[config.mk]
export PLATFORM = sky130hd
export DESIGN_NAME = ttl_reg_transceiver
export DESIGN_NICKNAME = d
export VERILOG_FILES = /design/src/rtl/ttl_reg_transceiver.sv
export SDC_FILE = /design/constraint.sdc
export NUM_CORES = 1
export LEC_CHECK = 0
export CAP_MARGIN = 5
export CORE_MARGIN = 5
export CORE_UTILIZATION = 41
export CTS_BUF_LIST = sky130_fd_sc_hd__clkbuf_2 sky130_fd_sc_hd__clkbuf_4 sky130_fd_sc_hd__clkbuf_8
export CTS_CLUSTER_SIZE = 40
export DETAILED_ROUTE_END_ITERATION = 8
export PLACE_DENSITY = 0.87
export SLEW_MARGIN = 20
export SYNTH_ARGS = -nofsm -noshare
export SYNTH_HDL_FRONTEND = slang
export SYNTH_SLANG_ARGS = --single-unit
[constraint.sdc]
create_clock -name clk -period 2.1 [get_ports clk]
set_clock_uncertainty 0.2 [all_clocks]
set_input_delay 0.21 -clock clk [delete_from_list [all_inputs] [get_ports clk]]
set_output_delay 0.21 -clock clk [all_outputs]
set_load 0.05 [all_outputs]
[src/rtl/ttl_reg_transceiver.sv]
// Registered bidirectional bus transceiver with a turnaround guard FSM.
// Either direction can pass the live opposite bus or a captured holding register.
module ttl_reg_transceiver #(
  parameter int WIDTH       = 8,
  parameter int TURN_CYCLES = 1
) (
  input  logic             clk,
  input  logic             rst,
  input  logic             oe_n,
  input  logic             dir,
  input  logic             sel_reg,
  input  logic             cap_a,
  input  logic             cap_b,
  input  logic [WIDTH-1:0] a_in,
  input  logic [WIDTH-1:0] b_in,
  output logic [WIDTH-1:0] a_out,
  output logic             a_oe,
  output logic [WIDTH-1:0] b_out,
  output logic             b_oe,
  output logic             busy
);

  localparam int CW = $clog2(TURN_CYCLES + 1);

  localparam logic [1:0] ST_OFF  = 2'd0;
  localparam logic [1:0] ST_A2B  = 2'd1;
  localparam logic [1:0] ST_B2A  = 2'd2;
  localparam logic [1:0] ST_TURN = 2'd3;

  localparam logic [CW-1:0] TURN_LOAD = CW'(TURN_CYCLES);
  localparam logic [CW-1:0] CNT_ONE   = CW'(1);

  logic [1:0]       r_state;
  logic [CW-1:0]    r_cnt;
  logic [WIDTH-1:0] r_reg_a;
  logic [WIDTH-1:0] r_reg_b;

  logic [1:0]       w_state_next;
  logic [CW-1:0]    w_cnt_next;

  // oe_n wins over dir everywhere; a direction change always passes through TURN
  always_comb begin
    w_state_next = r_state;
    w_cnt_next   = r_cnt;
    case (r_state)
      ST_OFF: begin
        if (!oe_n) begin
          w_state_next = dir ? ST_A2B : ST_B2A;
        end
      end
      ST_A2B: begin
        if (oe_n) begin
          w_state_next = ST_OFF;
        end else if (!dir) begin
          w_state_next = ST_TURN;
          w_cnt_next   = TURN_LOAD;
        end
      end
      ST_B2A: begin
        if (oe_n) begin
          w_state_next = ST_OFF;
        end else if (dir) begin
          w_state_next = ST_TURN;
          w_cnt_next   = TURN_LOAD;
        end
      end
      default: begin
        if (oe_n) begin
          w_state_next = ST_OFF;
          w_cnt_next   = '0;
        end else if (r_cnt == CNT_ONE) begin
          w_state_next = dir ? ST_A2B : ST_B2A;
          w_cnt_next   = '0;
        end else begin
          w_cnt_next   = r_cnt - CNT_ONE;
        end
      end
    endcase
  end

  always_ff @(posedge clk or posedge rst) begin
    if (rst) begin
      r_state <= ST_OFF;
      r_cnt   <= '0;
    end else begin
      r_state <= w_state_next;
      r_cnt   <= w_cnt_next;
    end
  end

  // Holding registers capture in every state, independent of the FSM
  always_ff @(posedge clk or posedge rst) begin
    if (rst) begin
      r_reg_a <= '0;
      r_reg_b <= '0;
    end else begin
      if (cap_a) r_reg_a <= a_in;
      if (cap_b) r_reg_b <= b_in;
    end
  end

  always_comb begin
    b_oe  = (r_state == ST_A2B);
    a_oe  = (r_state == ST_B2A);
    busy  = (r_state == ST_TURN);
    b_out = '0;
    a_out = '0;
    if (b_oe) b_out = sel_reg ? r_reg_a : a_in;
    if (a_oe) a_out = sel_reg ? r_reg_b : b_in;
  end

endmodule

# Word-level counts from Yosys, hierarchy flattened
# Cells that the tools add are included.
word_totals:
  wordCells: 40
  out_inout_bits: 19
  in_bits: 23
  reg_bits: 19
op_classes:
  bitwise_logic: 1
  n_reduce_logical: 4
  n_eq_ne: 10
  muxes: 20
  addsub: 1
op_table:
  columns: ["op", "n"]
  rows:
  - ["2-to-1 mux 8 bit", 4]
  - ["2-to-1 mux 2 bit", 8]
  - ["!= test 2 bit, second input constant", 5]
  - ["2-to-1 mux 1 bit", 6]
  - ["!= test 3 bit, second input constant", 2]
  - ["one-hot mux 2 bit (3 select lines)", 1]
  - ["AND reduction 5 bit", 1]
  - ["nonzero test 5 bit", 1]
  - ["== test 2 bit, second input constant", 2]
  - ["AND reduction 4 bit", 1]
  - ["one-hot mux 1 bit (3 select lines)", 1]
  - ["== test 2 x 1 -> 1 bit, second input constant", 1]
  - ["zero test 2 bit", 1]
  - ["inverter 1 bit", 1]
  - ["subtractor 1 bit, second input constant", 1]

# Logic depth before layout (Yosys ltp)
logic_depth:
  ltp_word: 4
  mapped_depth: 6
  mapped_depth_nobuf: 6

# Least setup slack after synthesis
# OpenSTA, ideal clock, no wires.
synth_path:
  path_type: "reg-to-reg"
  from: "register r_state[0]"
  to: "register r_state[0]"
  period_less_slack_ns: 2.286
  setup_ns: 0.125
  t_arrival_ns: 1.961
  t_required_ns: 1.775
  path_buffers: 0
  path_slack_ns: -0.186
  stages_incl_launch_ff: 6
  path_cell_list: "dfrtp_1 inv_1 ha_1 or4_1 o221ai_2 mux2_2"
synth_between:
  elab_chain_len: 3
  elab_cells_between_ends: 9
  cone_classes: "5 x eq/ne; 1 x mux; 3 x reduce/logical"
synth_rtl:
  columns: ["element", "line_no", "rtl"]
  rows:
  - ["start, declared", "33", "logic [1:0] r_state;"]
  - ["start signal, assigned", "86", "r_state <= w_state_next;"]
  - ["== test 2 bit (*)", null, null]
  - ["via a_oe", "17", "output logic a_oe,"]
  - ["!= test 3 bit (no line) or nonzero test 5 bit (tied branches)", null, null]
  - ["AND reduction 4 bit (no line)", null, null]
# The timed path passes the listed nets; every way through them passes the cells marked *.
# A chain may end at the register's enable or synchronous reset.

# Final worst setup path
layout_path:
  from: "register r_state[0]"
  to: "register r_state[0]"
layout_between:
  elab_chain_len: 3
  elab_cells_between_ends: 9
  cone_classes: "5 x eq/ne; 1 x mux; 3 x reduce/logical"
layout_rtl:
  columns: ["element", "line_no", "rtl"]
  rows:
  - ["== test 2 x 1 -> 1 bit, or another cell as far along", "45", "case (r_state)"]
  - ["!= test 3 bit (no line), or another cell as far along", null, null]
  - ["AND reduction 4 bit (no line)", null, null]
# Several ways; a longest one is shown, not always the timed one.

==> results.json <==
{
  "status": "complete, no violations",
  "grt_pass1_wl_um": 4761,
  "viasPerCell": 5.250,
  "slowest_stage": "or4_4",
  "synthDistinctLibCells": 16,
  "ant_nets": 0,
  "worst_ep_arrival_time_ns": 2.07,
  "drc": 0,
  "area_growth_pct": 64.41,
  "synth.cell_area_um2": 1164,
  "critPathBufInv": 1,
  "pin_count": 42,
  "setup_viol": 0,
  "yosys.area_share.adder_pct": 6.452,
  "cts_root_buf": "clkbuf_4",
  "clock_latency_ns": 0.29,
  "syn-num-nets": 129,
  "yosysWarnings": 0,
  "worst_slew_pin_slew_ns": 0.7190,
  "instances_no_fill": 176,
  "dp_hpwl_um": 2212,
  "crit_type": "reg2reg",
  "hold_viol": 0,
  "cap_violations": 0,
  "first_pass_iters": 4,
  "ys_ff_latch": 19,
  "layout_common_cells": "clkdlybuf4s50_1, mux2_2, mux2i_1, buf_12, dfrtp_1",
  "yosysSeqAreaShare_pct": 40.86,
  "core-area_um2": 2734,
  "worst_ep_required_time_ns": 2.09,
  "fmax_ghz": 0.4797,
  "syn_avg_cell_area_um2": 11.64,
  "grt_pass1_vias": 1052,
  "dieArea_um2": 4004,
  "netlist.area_leader.share_pct": 40.86,
  "p_per_area_nw_per_um2": 1149,
  "fin_setup_tns_ns": 0,
  "routed_wl_um": 2841,
  "yosys.area.top_type": "dfrtp_1",
  "drtIter0Drc": 15,
  "cp_top_family": "simple AND/OR/NAND/NOR gates",
  "overflow": 0,
  "maxSlewViolCount": 0,
  "fin_crit_sh_pct": 99.28,
  "slowest_delay_ns": 0.52,
  "critPathMaxFanout": 5,
  "die_width_um": 63.28,
  "final_common_cell": "clkdlybuf4s50_1",
  "grt_max_degree": 20,
  "critical_path.cell_chain": "inv_2, ha_4, or4_4, o221ai_4, mux2_2",
  "cp-end-kind": "register",
  "ys_top_cells_by_area": "dfrtp_1, mux2_2, mux2i_1, nor2b_1, ha_1",
  "finalCriticalPeriod_ns": 2.085,
  "leakagePower_nw": 0.8232,
  "io_buffer_count": 41,
  "rsz0062_at_grt": "yes",
  "cts_tree": "yes",
  "synth_top_family_by_area": "multiplexers",
  "postPlaceCellArea_um2": 1813,
  "initial_utilization_pct": 42.56,
  "cts_buffer_depth": 2,
  "final_util_pct": 69.98,
  "fin_nets": 175,
  "clk_pin_slew_ns": 0.10,
  "cts_buffers": 3,
  "syn_inst": 100,
  "synth_compound_area_share_pct": 4.946,
  "grt_use_total_pct": 14.57,
  "fin_ws_ns": 0.01519,
  "gp_congestion": 0.7702,
  "row_count": 19,
  "finalPower_mw": 2.199,
  "cts-htree-levels": 1,
  "antennaDiodeCount": 0,
  "hold_ws_ns": 0.1184,
  "vias": 924,
  "min_path_type": "in2async",
  "design_area_um2": 1913,
  "avgRoutedWirePerCell_um": 16.14,
  "dp.cells": 171,
  "synth_xor_area_share_pct": 0,
  "slew_headroom_pct": 52.01,
  "synthMuxAreaShare_pct": 33.01,
  "startpoint_type": "register",
  "cts.sinks": 19,
  "post-place-ws_ns": -0.03810,
  "die_h_um": 63.28,
  "irDropWorstVdd_mv": 1.092,
  "drive_gt1_share_pct": 45.52,
  "antenna_found_initial": 0,
  "yosys.area_share.simple_pct": 11.61
}
[per-layer routing]
layer	up-vias	GRT usage (%)	wire length, um
met5	-	0	0
met1	456	15.38	1077
met3	2	2.664	130
met2	25	28.46	1609
met4	0	4.675	24
li1	441	-	-
[where the power goes]
part	total [mW]	switching, mW	internal (mW)
Combinational	1.51	0.774	0.738
Clock	0.197	0.110	0.0869
Sequential	0.490	0.0587	0.431
[Yosys cell counts]
cell       n
dfrtp_1   19
mux2_2    19
mux2i_1   17
nor2b_1   17
ha_1       6
inv_1      4
a21oi_1    3
clkbuf_1   3
buf_2      2
nand2b_1   2
o21bai_1   2
o22ai_1    2
nand2_1    1
nor3_1     1
o221ai_2   1
or4_1      1
[worst register-to-register path, delay by kind of cell, from the launching register on]
kind / cells / cell delay, ns
simple gates: 1 / 0.52
mux: 1 / 0.36
flops: 1 / 0.44
fa+ha+maj: 1 / 0.17
compound gates: 1 / 0.21
buf+inv: 1 / 0.08
[worst paths after layout]
| kind | from | slack, ns | depth (start not counted) | to |
|---|---|---|---|---|
| setup reg to reg | r_state[0] | 0.02 | 5 | r_state[0] |
| min in group clk | r_reg_b[0] | 0.32 | 1 | r_reg_b[0] |
| setup / recovery | r_state[0] | 0.02 | 5 | r_state[0] |
| max in group asynchronous | rst | 1.09 | 2 | r_state[1] |
| hold / removal | rst | 0.12 | 2 | r_reg_a[5] |
| hold reg to reg | r_reg_b[0] | 0.32 | 1 | r_reg_b[0] |
[state kept, by name (all words and copies together) (netlist names)]
register,cells
r_reg_a,8
r_reg_b,8
r_state,2
r_cnt,1
[repair_timing]
| action | 4_1_cts | 5_1_grt |
|---|---|---|
| endpoints found under the hold margin | 0 | 0 |
| endpoints found under the setup margin | 10 | 18 |
| setup buffers | 0 | 1 |
| gates resized for setup | 5 | 14 |
| pin swaps | 1 | 1 |
| hold buffers | 0 | 0 |
[logic make-up after synthesis]
kind of cell | after synthesis
AO/OA/AOI/OAI | 8
adder cells (fa/ha/maj) | 6
buffers and inverters | 9
flip-flops | 19
multiplexers | 36
AND/OR/NAND/NOR | 22
[final cells by class]
type,instances,area [um2]
Clock buffer,4,30.03
Sequential cell,19,478.0
Timing Repair Buffer,46,613.1
Multi-Input combinational cell,72,738.2
Tap cell,31,38.79
Inverter,4,15.01
Fill cell,193,820.8
No activity file was read; power rests on OpenSTA's default activity.
